File: src/rtl/fdiv_sched_if.sv
// fdiv_sched_if: requester, datapath and result signals of the divider scheduler.
//   a_*/b_*    : two requesters (req, operands x1/x2, tag, combinational gnt)
//   flush      : kill all in-flight operations
//   dp_*       : issue register to the divider pipeline and its quotient/overflow return
//   res_*      : registered result bus with source and tag
//   ovf_sticky : per-requester sticky overflow, cleared by ovf_clr
//   busy       : anything in flight or on the result bus
interface fdiv_sched_if #(parameter int TAGW = 5);
    logic            a_req, b_req, a_gnt, b_gnt, flush;
    logic [31:0]     a_x1, a_x2, b_x1, b_x2;
    logic [TAGW-1:0] a_tag, b_tag;
    logic            dp_valid, dp_ovf;
    logic [31:0]     dp_x1, dp_x2, dp_y;
    logic            res_valid, res_src, res_ovf, busy;
    logic [TAGW-1:0] res_tag;
    logic [31:0]     res_y;
    logic [1:0]      ovf_sticky, ovf_clr;

    modport slave (
        input  a_req, a_x1, a_x2, a_tag, b_req, b_x1, b_x2, b_tag, flush, dp_y, dp_ovf, ovf_clr,
        output a_gnt, b_gnt, dp_valid, dp_x1, dp_x2, res_valid, res_src, res_tag, res_y, res_ovf,
               ovf_sticky, busy
    );
    modport master (
        output a_req, a_x1, a_x2, a_tag, b_req, b_x1, b_x2, b_tag, flush, dp_y, dp_ovf, ovf_clr,
        input  a_gnt, b_gnt, dp_valid, dp_x1, dp_x2, res_valid, res_src, res_tag, res_y, res_ovf,
               ovf_sticky, busy
    );
endinterface

File: src/rtl/fdiv_sched.sv
// fdiv_sched: round-robin issue scheduler and fixed-latency result tracker for the divider.
//   clk, rstn : clock, asynchronous active-low reset
//   bus       : fdiv_sched_if.slave (requesters, divider pipeline, result bus, sticky overflow)
module fdiv_sched #(
    parameter int LATENCY = 4,
    parameter int TAGW    = 5
) (
    input logic         clk,
    input logic         rstn,
    fdiv_sched_if.slave bus
);
    logic                last, win_b, gnt, dp_src;
    logic [TAGW-1:0]     dp_tag;
    logic [LATENCY-1:0]  tv, tsrc;
    logic [TAGW-1:0]     ttag [LATENCY];

    // last = 1 means B won most recently, so A takes the next contended cycle
    assign win_b     = bus.b_req & (~bus.a_req | ~last);
    assign bus.a_gnt = ~bus.flush & bus.a_req & ~win_b;
    assign bus.b_gnt = ~bus.flush & win_b;
    assign gnt       = bus.a_gnt | bus.b_gnt;
    assign bus.busy  = bus.dp_valid | (|tv) | bus.res_valid;

    always_ff @(posedge clk or negedge rstn) begin
        if (!rstn) begin
            last           <= 1'b1;
            bus.dp_valid   <= 1'b0;
            bus.dp_x1      <= '0;
            bus.dp_x2      <= '0;
            dp_src         <= 1'b0;
            dp_tag         <= '0;
            tv             <= '0;
            tsrc           <= '0;
            for (int i = 0; i < LATENCY; i++) ttag[i] <= '0;
            bus.res_valid  <= 1'b0;
            bus.res_src    <= 1'b0;
            bus.res_tag    <= '0;
            bus.res_y      <= '0;
            bus.res_ovf    <= 1'b0;
            bus.ovf_sticky <= '0;
        end else begin
            if (gnt) begin
                last      <= win_b;
                bus.dp_x1 <= win_b ? bus.b_x1 : bus.a_x1;
                bus.dp_x2 <= win_b ? bus.b_x2 : bus.a_x2;
                dp_src    <= win_b;
                dp_tag    <= win_b ? bus.b_tag : bus.a_tag;
            end
            bus.dp_valid <= gnt;
            // the tracker mirrors the pipeline and never stalls; flush only drops the valid bits
            tv      <= bus.flush ? '0 : (tv << 1) | LATENCY'(bus.dp_valid);
            tsrc    <= (tsrc << 1) | LATENCY'(dp_src);
            ttag[0] <= dp_tag;
            for (int i = 1; i < LATENCY; i++) ttag[i] <= ttag[i-1];
            bus.res_valid <= tv[LATENCY-1] & ~bus.flush;
            if (tv[LATENCY-1]) begin
                bus.res_src <= tsrc[LATENCY-1];
                bus.res_tag <= ttag[LATENCY-1];
                bus.res_y   <= bus.dp_y;
                bus.res_ovf <= bus.dp_ovf;
            end
            // set is ORed after the clear so a coincident set wins
            bus.ovf_sticky <= (bus.ovf_sticky & ~bus.ovf_clr)
                            | ({bus.res_src, ~bus.res_src} & {2{bus.res_valid & bus.res_ovf}});
        end
    end
endmodule

File: src/flat_wrapper.sv
// flat-port wrapper written by rule: the top's interface ports become plain ports
module fdiv_sched_flat 
#(
    parameter int LATENCY = 4,
    parameter int TAGW    = 5
)
  (clk, rstn, bus_a_req, bus_a_x1, bus_a_x2, bus_a_tag, bus_b_req, bus_b_x1, bus_b_x2, bus_b_tag, bus_flush, bus_dp_y, bus_dp_ovf, bus_ovf_clr, bus_a_gnt, bus_b_gnt, bus_dp_valid, bus_dp_x1, bus_dp_x2, bus_res_valid, bus_res_src, bus_res_tag, bus_res_y, bus_res_ovf, bus_ovf_sticky, bus_busy);
  fdiv_sched_if #(.TAGW(TAGW)) bus_i ();
  input logic clk;
  input logic rstn;
  input wire logic [$bits(bus_i.a_req)-1:0] bus_a_req;
  input wire logic [$bits(bus_i.a_x1)-1:0] bus_a_x1;
  input wire logic [$bits(bus_i.a_x2)-1:0] bus_a_x2;
  input wire logic [$bits(bus_i.a_tag)-1:0] bus_a_tag;
  input wire logic [$bits(bus_i.b_req)-1:0] bus_b_req;
  input wire logic [$bits(bus_i.b_x1)-1:0] bus_b_x1;
  input wire logic [$bits(bus_i.b_x2)-1:0] bus_b_x2;
  input wire logic [$bits(bus_i.b_tag)-1:0] bus_b_tag;
  input wire logic [$bits(bus_i.flush)-1:0] bus_flush;
  input wire logic [$bits(bus_i.dp_y)-1:0] bus_dp_y;
  input wire logic [$bits(bus_i.dp_ovf)-1:0] bus_dp_ovf;
  input wire logic [$bits(bus_i.ovf_clr)-1:0] bus_ovf_clr;
  output wire logic [$bits(bus_i.a_gnt)-1:0] bus_a_gnt;
  output wire logic [$bits(bus_i.b_gnt)-1:0] bus_b_gnt;
  output wire logic [$bits(bus_i.dp_valid)-1:0] bus_dp_valid;
  output wire logic [$bits(bus_i.dp_x1)-1:0] bus_dp_x1;
  output wire logic [$bits(bus_i.dp_x2)-1:0] bus_dp_x2;
  output wire logic [$bits(bus_i.res_valid)-1:0] bus_res_valid;
  output wire logic [$bits(bus_i.res_src)-1:0] bus_res_src;
  output wire logic [$bits(bus_i.res_tag)-1:0] bus_res_tag;
  output wire logic [$bits(bus_i.res_y)-1:0] bus_res_y;
  output wire logic [$bits(bus_i.res_ovf)-1:0] bus_res_ovf;
  output wire logic [$bits(bus_i.ovf_sticky)-1:0] bus_ovf_sticky;
  output wire logic [$bits(bus_i.busy)-1:0] bus_busy;
  assign bus_i.a_req = bus_a_req;
  assign bus_i.a_x1 = bus_a_x1;
  assign bus_i.a_x2 = bus_a_x2;
  assign bus_i.a_tag = bus_a_tag;
  assign bus_i.b_req = bus_b_req;
  assign bus_i.b_x1 = bus_b_x1;
  assign bus_i.b_x2 = bus_b_x2;
  assign bus_i.b_tag = bus_b_tag;
  assign bus_i.flush = bus_flush;
  assign bus_i.dp_y = bus_dp_y;
  assign bus_i.dp_ovf = bus_dp_ovf;
  assign bus_i.ovf_clr = bus_ovf_clr;
  assign bus_a_gnt = bus_i.a_gnt;
  assign bus_b_gnt = bus_i.b_gnt;
  assign bus_dp_valid = bus_i.dp_valid;
  assign bus_dp_x1 = bus_i.dp_x1;
  assign bus_dp_x2 = bus_i.dp_x2;
  assign bus_res_valid = bus_i.res_valid;
  assign bus_res_src = bus_i.res_src;
  assign bus_res_tag = bus_i.res_tag;
  assign bus_res_y = bus_i.res_y;
  assign bus_res_ovf = bus_i.res_ovf;
  assign bus_ovf_sticky = bus_i.ovf_sticky;
  assign bus_busy = bus_i.busy;
  fdiv_sched #(.LATENCY(LATENCY), .TAGW(TAGW)) u_core (.clk(clk), .rstn(rstn), .bus(bus_i));
endmodule
File: config.mk
export PLATFORM = sky130hd
export DESIGN_NAME = fdiv_sched_flat
export DESIGN_NICKNAME = d
export VERILOG_FILES = /design/src/rtl/fdiv_sched_if.sv /design/src/rtl/fdiv_sched.sv /design/src/flat_wrapper.sv
export SDC_FILE = /design/constraint.sdc
export NUM_CORES = 1
export LEC_CHECK = 0
export ABC_CLOCK_PERIOD_IN_PS = 1300
export BUFFER_PORTS_ARGS = -buffer_cell sky130_fd_sc_hd__buf_2
export CORE_ASPECT_RATIO = 1.4
export CORE_UTILIZATION = 41
export CTS_CLUSTER_DIAMETER = 30
export DETAILED_ROUTE_END_ITERATION = 10
export PLACE_DENSITY = 0.79
export SETUP_SLACK_MARGIN = 0.1
export SYNTH_ARGS = -nofsm -noshare
export SYNTH_HDL_FRONTEND = slang
export SYNTH_SLANG_ARGS = --single-unit
File: constraint.sdc
create_clock -name clk -period 1.3 [get_ports clk]
set_clock_uncertainty 0.2 [all_clocks]
set_input_delay 0.195 -clock clk [delete_from_list [all_inputs] [get_ports clk]]
set_output_delay 0.195 -clock clk [all_outputs]
set_load 0.05 [all_outputs]
==> results.txt, run 1 <==
Post-synth ARST share: 100%
placed cell count: 976
initial core utilization: 41.9%
TritonCTS Sinks: 142
Mapped Area: 0.00559 mm²
PortBufs: 287
yosys warns: 0
Total Routing Usage GR: 57.5%
First Err: [ERROR GRT-0232] Routing congestion too high. Check the congestion heatmap in the GUI.
Most used DFF post-synth: dfrtp_1
Failed at: global routing (5_1_grt)
Mapped Cells: 516
total CTS buffers: 17
status: did not finish
GPL Wtd Cong: 0.800
sequential area share after synthesis: 63.6%
H-tree levels: 4
Cell Area, Placed: 0.00755 mm²
Max Buffers Root-to-Sink: 2
Yosys cell types: 23
number of synthesized register bits: 142
grt repair worst endpoint: bus_busy
CTS Root Cell: clkbuf_16
largest net degree at the start of global routing: 69
synthesized net count: 694
DP HPWL: 10600 µm
GR Overflow Total: 8
Ports: 288
site row count: 50
number of synthesized flops with an enable pin: 0
syn_area_per_cell: 10.8 µm²
Die Span X: 101 µm
worst_ep kind: output port
Die Height: 140 µm
[cells in the mapped netlist, types with 2 or more instances]
cell type    n  area [µm²]
dfrtp_1    141        3530
buf_2       20         100
mux2_2       5        56.3
and2b_1      5        37.5
buf_4       10        75.1
o21ai_0      2        10.0
inv_1        2        7.51
mux2_1      34         383
nand2_1    141         529
nor2_1      71         267
buf_6        4        45.0
nand2b_1     2        12.5
a31oi_1     69         432
[kinds of logic after synthesis]
logic type,Yosys count,synth area share [%]
AND/OR/NAND/NOR,222,15.4
flip-flops,142,63.6
AO/OA/AOI/OAI,76,8.95
multiplexers,39,7.86
buffers and inverters,37,4.14
[layer usage]
| layer | GRT overflow | global-route usage (%) |
|---|---|---|
| met1 | 0 | 56.5 |
| met2 | 6 | 83.1 |
| met3 | 0 | 32.1 |
| met4 | 2 | 56.4 |
| met5 | 0 | 0 |
[timing repair]
| action | in CTS |
|---|---|
| buffers inserted | 52 |
| gates resized for setup | 292 |
| hold buffers | 176 |
| gates cloned | 13 |
| pin swaps | 62 |
| hold endpoints to repair | 247 |
| endpoints found under the setup margin | 219 |
[stage by stage]
step	hold slack (ns)	setup WS, ns
2_1_floorplan	-0.301	-0.176
3_3_place_gp	-0.0920	-0.242
3_5_place_dp	-0.0869	-0.319
4_1_cts	0.0414	-0.487
==> inputs of run 2 (changes only) <==
ABC_CLOCK_PERIOD_IN_PS = 1700   (was 1300)
CORE_ASPECT_RATIO = not set   (was 1.4)
CORE_UTILIZATION = 40   (was 41)
CTS_CLUSTER_DIAMETER = not set   (was 30)
PLACE_DENSITY = not set   (was 0.79)
PLACE_DENSITY_LB_ADDON = 0.15   (was not set)
SETUP_SLACK_MARGIN = not set   (was 0.1)
clock period = 1.7 ns   (was 1.3 ns; I/O delays follow)
==> run 2 against run 1 <==
Effect of this change: the flow now finishes, with violations (setup timing); synthesized cell count unchanged; synthesized area stayed put.
==> results.txt, run 2 <==
status: finished with violations
failing checks: setup timing
PortBufs: 287 (unchanged)
initial core utilization: 41.5% (-0.40 points)
setup repair after global routing missed its margin: true
total number of vias: 5732
Slew @ Worst Pin: 0.444 ns
Total Routing Usage GR: 25.2%
CTS tree: yes
Clock Power Share: 34.8%
Post-synth ARST share: 100% (unchanged)
Psw: 4.22 mW
Slew Limit Fails: 0
Routed Antenna Nets: 0
CTS Root Cell: clkbuf_16
GR Overflow Total: 0
Sequential Area: 0.00356 mm²
arrival time at the worst endpoint: 1.33 ns
worst-path fanout max: 2
WP data required: 1.24 ns
Most used DFF post-synth: dfrtp_1
Worst setup EP type: primary output
Hold Path Class: primary input to flip-flop
DR vias/cell: 4.90
Power, Total: 12.1 mW
die area: 0.0144 mm²
CTS clk-pin slew, worst paths: 0.06 ns
DRC: 0
drt initial violations: 308
internal power: 7.90 mW
clock latency at the later pin of the worst-skew pair: 0.41 ns
syn_area_per_cell: 10.8 µm² (unchanged)
top cells by area, synth: dfrtp_1 (63%), nand2_1 (9.5%), a31oi_1 (7.7%), mux2_1 (6.9%), nor2_1 (4.8%)
H-tree levels: 4 (unchanged)
Comb power frac: 30.2%
sw frac: 34.8%
placed cell count: 956 (-2.0%)
Sum Neg Setup Slack: -0.259 ns
total CTS buffers: 17 (unchanged)
sequential area share after synthesis: 63.6% (unchanged)
TritonCTS Sinks: 142 (unchanged)
top cell type's share of synthesized area: 63.1% (unchanged)
Mapped Area: 0.00559 mm² (unchanged)
Mapped Cells: 516 (unchanged)
Startpoint Class: flip-flop
Die Height: 120 µm (-14%)
fin nets: 1159
final setup vio count: 3
commonest non-fill, non-tap cells in the layout: buf_2 (283), dlygate4sd3_1 (175), nand2_1 (141)
Final WS setup: -0.0893 ns
Flop pwr share: 34.9%
detailed-route wire length: 18000 µm
largest net degree at the start of global routing: 78
leading cell type in the layout, fill and taps excluded: buf_2
Antenna Cells: 0
period utilisation layout: 105%
PwrDens: 1240 mW/mm²
Final Hold Viols: 0
yosys warns: 0 (unchanged)
Largest regs: u_core.bus.dp_x1 (32), u_core.bus.dp_x2 (32), u_core.bus.res_y (32)
Core Util, Final: 72.7%
Final Instance Count excl. Fillers: 1170
synthesis-to-layout area growth: 75.1%
DR pass1 iterations: 5
first-pass GRT wire length: 28400 µm
max_slew headroom: 70.4%
layout cell share with drive strength beyond 1: 35.3%
number of synthesized flops with an enable pin: 0 (unchanged)
site row count: 42 (-16%)
post-synth top area cell: dfrtp_1
max-cap viol count: 0
Peak VDD IR: 0.628 mV
f_max: 0.559 GHz
Core Box Area: 0.0135 mm²
Max Buffers Root-to-Sink: 2 (unchanged)
number of synthesized register bits: 142 (unchanged)
WS Path Type: flip-flop to primary output
initial antenna violation count: 0
minimum clock period: 1.79 ns
top cells by count, synth: dfrtp_1 (141), nand2_1 (141), nor2_1 (71)
Ports: 288 (unchanged)
synthesized net count: 694 (unchanged)
leakage: 4.80 nW
area occupied by multi-input gates: 0.00183 mm²
number of global-route vias before repair: 5914
Die Span X: 120 µm (+19%)
DP HPWL: 10100 µm (-4.7%)
Yosys cell types: 23 (unchanged)
Fillers: 928
drt wl/cell: 15.4 µm
GPL Wtd Cong: 0.798 (-0.25%)
[run 2: cell counts after synthesis]
Identical to the previous run, type by type.
[run 2: layout make-up]
| class | instances | share of cell area (%) |
|---|---|---|
| Sequential cell | 142 | 36.3 |
| Timing Repair Buffer | 481 | 35.7 |
| Multi-Input combinational cell | 337 | 18.7 |
| Clock buffer | 19 | 4.53 |
| Clock inverter | 13 | 2.40 |
| Tap cell | 176 | 2.25 |
| Inverter | 2 | 0.0767 |
[run 2: layer usage]
layer  vias to the layer above  GRT usage [%]  share of wire [%]
met4                         0           13.7                3.6
li1                       2661              -                  -
met3                        60           5.85                8.2
met1                      2703           29.5                 39
met2                       308           43.0                 49
met5                         -              0                  0
[run 2: per-stage QoR]
step,hold WS [ns],setup slack [ns],cell area [µm²]
4_1_cts,0.0139,-0.109,9710
3_5_place_dp,-0.00263,0.0993,7210
5_1_grt,0.0496,-0.190,9780
3_3_place_gp,-0.00616,0.156,7210
2_1_floorplan,-0.241,0.00150,5590
6_report,0.0352,-0.0893,9780
[run 2: worst max-delay path, cell delays in order (launching register included)]
cell	delay, ns
dfrtp_1	0.39
nor4_2	0.27
nand2_1	0.10
buf_6	0.16
[run 2: power by group through the flow]
stage	clock, mW	combinational, mW	sequential, mW
2_1_floorplan	0	0.684	5.86
3_3_place_gp	0	3.21	4.25
3_5_place_dp	0	3.24	4.28
4_1_cts	4.30	3.58	4.22
5_1_grt	4.43	3.85	4.30
6_report	4.22	3.66	4.23
[run 2: kinds of logic (layout without fill, tap and decap cells)]
group,Yosys count,count (layout),synth area share [%]
AOI/OAI and AO/OA,76,76,8.95
and+or+nand+nor,222,222,15.4
buffers and inverters,37,515,4.14
muxes,39,39,7.86
DFF,142,142,63.6
[run 2: what timing repair did]
action,in CTS,in global routing
hold buffers,175,0
gates cloned,0,2
buffers inserted,5,0
hold endpoints to repair,247,0
gates resized for setup,8,5
pin swaps,5,2
endpoints found under the setup margin,3,16
[run 2: worst paths after layout]
check / from / endpoint / slack [ns] / cells past startpoint
max reg2reg: u_core.last / u_core.bus.dp_x1[17] / 0.07 / 5
min in group asynchronous: rstn / u_core.bus.res_ovf / 0.13 / 2
min reg2reg: u_core.ttag[7] / u_core.ttag[2] / 0.15 / 0
max: u_core.bus.dp_valid / bus_busy / -0.09 / 3
max in group asynchronous: rstn / u_core.bus.res_y[25] / 0.54 / 3
min: bus_flush / u_core.bus.res_valid / 0.04 / 2
(Power assumes the default switching activity.)
==> inputs of run 3 (changes only) <==
==> constraint.sdc (replaced) <==
create_clock -name clk -period 1.7 [get_ports clk]
set_clock_uncertainty 0.2 [all_clocks]
set_input_delay 0.34 -clock clk [delete_from_list [all_inputs] [get_ports clk]]
set_output_delay 0.34 -clock clk [all_outputs]
set_load 0.05 [all_outputs]
==> run 3 against run 2 <==
Effect of this change: global-route usage up 1.2 points; non-clock buffer count down 5; count of clock-buffer cells in the layout up 4; the run still ends with setup timing left; register-to-register slack worse by 0.05 ns; sequential power about the same.
==> results.txt, run 3 (same netlist as run 2, synthesis figures left out) <==
Core Util, Final: 72.7% (about the same)
Max Buffers Root-to-Sink: 2 (unchanged)
PortBufs: 287 (unchanged)
setup repair after global routing missed its margin: true
Total Routing Usage GR: 26.4% (+1.2 points)
largest net degree at the start of global routing: 54 (-31%)
initial antenna violation count: 0 (unchanged)
WP data required: 1.16 ns (-0.08 ns)
max_slew headroom: 64.8% (-5.6 points)
detailed-route wire length: 19000 µm (+5.5%)
max-cap viol count: 0 (unchanged)
DP HPWL: 10500 µm (+4.6%)
status: finished with violations
DR pass1 iterations: 5 (unchanged)
first-pass GRT wire length: 29500 µm (+3.9%)
drt wl/cell: 16.3 µm (+5.9%)
Cell Chain, Critical Path: a21bo_4 > nor2_4 > buf_8
Sum Neg Setup Slack: -0.525 ns (-0.266 ns)
Largest regs: u_core.bus.dp_x1 (32), u_core.bus.dp_x2 (32), u_core.bus.res_y (32)
layout cell share with drive strength beyond 1: 36.0% (+0.68 points)
Final Hold Viols: 0 (unchanged)
Core Box Area: 0.0135 mm² (unchanged)
GR Overflow Total: 0 (unchanged)
leakage: 4.78 nW (-0.36%)
total CTS buffers: 17 (unchanged)
worst-path fanout max: 3 (+1)
Peak VDD IR: 0.649 mV (+3.5%)
total number of vias: 5763 (+0.54%)
hold path depth: 3 (+1)
Slew Limit Fails: 0 (unchanged)
die area: 0.0144 mm² (unchanged)
WS Path Type: flip-flop to primary output
Worst Hold Slack: 0.0135 ns (-0.0217 ns)
fin nets: 1154 (-0.43%)
Routed Antenna Nets: 0 (unchanged)
CTS clk-pin slew, worst paths: 0.06 ns (about the same)
Die Span X: 120 µm (unchanged)
initial core utilization: 41.5% (unchanged)
PwrDens: 1220 mW/mm² (-1.1%)
synthesis-to-layout area growth: 74.9% (about the same)
Critical-path top delay cell: dfstp_2
Slew @ Worst Pin: 0.529 ns (+0.0844 ns)
final setup vio count: 3 (unchanged)
CTS Root Cell: clkbuf_16
Hold Path Class: primary input to flip-flop
Antenna Cells: 0 (unchanged)
cell area after layout: 0.00978 mm² (about the same)
Cell Area, Placed: 0.00723 mm² (+0.31%)
number of global-route vias before repair: 6125 (+3.6%)
clock latency at the later pin of the worst-skew pair: 0.41 ns (about the same)
period utilisation layout: 111% (+5.8 points)
Ports: 288 (unchanged)
H-tree levels: 4 (unchanged)
Final WS setup: -0.188 ns (-0.0983 ns)
f_max: 0.530 GHz (-5.2%)
minimum clock period: 1.89 ns (+0.0983 ns)
Worst setup EP type: primary output
site row count: 42 (unchanged)
CTS tree: yes
Final Instance Count excl. Fillers: 1165 (-0.43%)
placed cell count: 956 (unchanged)
commonest non-fill, non-tap cells in the layout: buf_2 (281), dlygate4sd3_1 (170), nand2_1 (140)
TritonCTS Sinks: 142 (unchanged)
failing checks: setup timing
leading cell type in the layout, fill and taps excluded: buf_2
Startpoint Class: flip-flop
DRC: 0 (unchanged)
slowest stage delay, CP: 0.58 ns (+0.19 ns)
arrival time at the worst endpoint: 1.35 ns (+0.02 ns)
DR vias/cell: 4.95 (+0.97%)
GPL Wtd Cong: 0.821 (+2.9%)
drt initial violations: 331 (+7.5%)
Die Height: 120 µm (unchanged)
worst r2r path cells: 5 (unchanged)
==> run 3: path summary, 6_finish.rpt <==
check	startpoint	to	slack, ns
worst max register to register	u_core.last	u_core.bus.dp_x2[22]	0.02
worst max-delay path	u_core.last	bus_b_gnt	-0.19
worst min register to register	u_core.tsrc[2]	u_core.tsrc[3]	0.14
min in group asynchronous	rstn	u_core.bus.ovf_sticky[0]	0.15
max in group asynchronous	rstn	u_core.last	0.59
worst min-delay path	bus_b_x1[17]	u_core.bus.dp_x1[17]	0.01
==> run 3: metal layers <==
layer	track usage, %	vias to the layer above	routed length, µm
li1	-	2646	-
met1	29.9	2721	7320
met2	46.1	340	9460
met3	6.60	56	1540
met4	13.7	0	689
met5	0	-	0
==> run 3: area by class of cell <==
class                           count  area [µm²]
Clock buffer                       23         498
Timing Repair Buffer              476        3480
Tap cell                          176         220
Inverter                            2        7.51
Sequential cell                   142        3560
Clock inverter                      9         155
Fill cell                         906        3680
Multi-Input combinational cell    337        1850
==> run 3: repair_timing <==
item / 4_1_cts / 5_1_grt
pin swaps: 4 / 1
gates cloned: 0 / 2
hold endpoints to repair: 246 / 0
gates resized for setup: 13 / 10
setup endpoints to repair: 3 / 48
hold buffers: 170 / 0
setup buffers: 5 / 0
==> run 3: critical path: cells and delay by family (launching register included) <==
family / cells / cell delay (ns)
flip-flops: 1 / 0.58
AO/OA/AOI/OAI: 1 / 0.16
buffers and inverters: 1 / 0.15
AND/OR/NAND/NOR: 1 / 0.05
==> run 3: where the power goes <==
| part | internal, mW | total, mW | switching (mW) |
|---|---|---|---|
| Combinational | 1.15 | 3.71 | 2.55 |
| Sequential | 3.95 | 4.25 | 0.293 |
| Clock | 2.65 | 4.01 | 1.36 |
==> run 3: per-stage QoR <==
| step | worst slack [ns] | total power, mW |
|---|---|---|
| floorplan | -0.0690 | 6.55 |
| global placement | 0.0849 | 7.48 |
| detailed placement | 0.0443 | 7.54 |
| CTS | -0.205 | 11.9 |
| global route | -0.247 | 12.4 |
| finish | -0.188 | 12.0 |
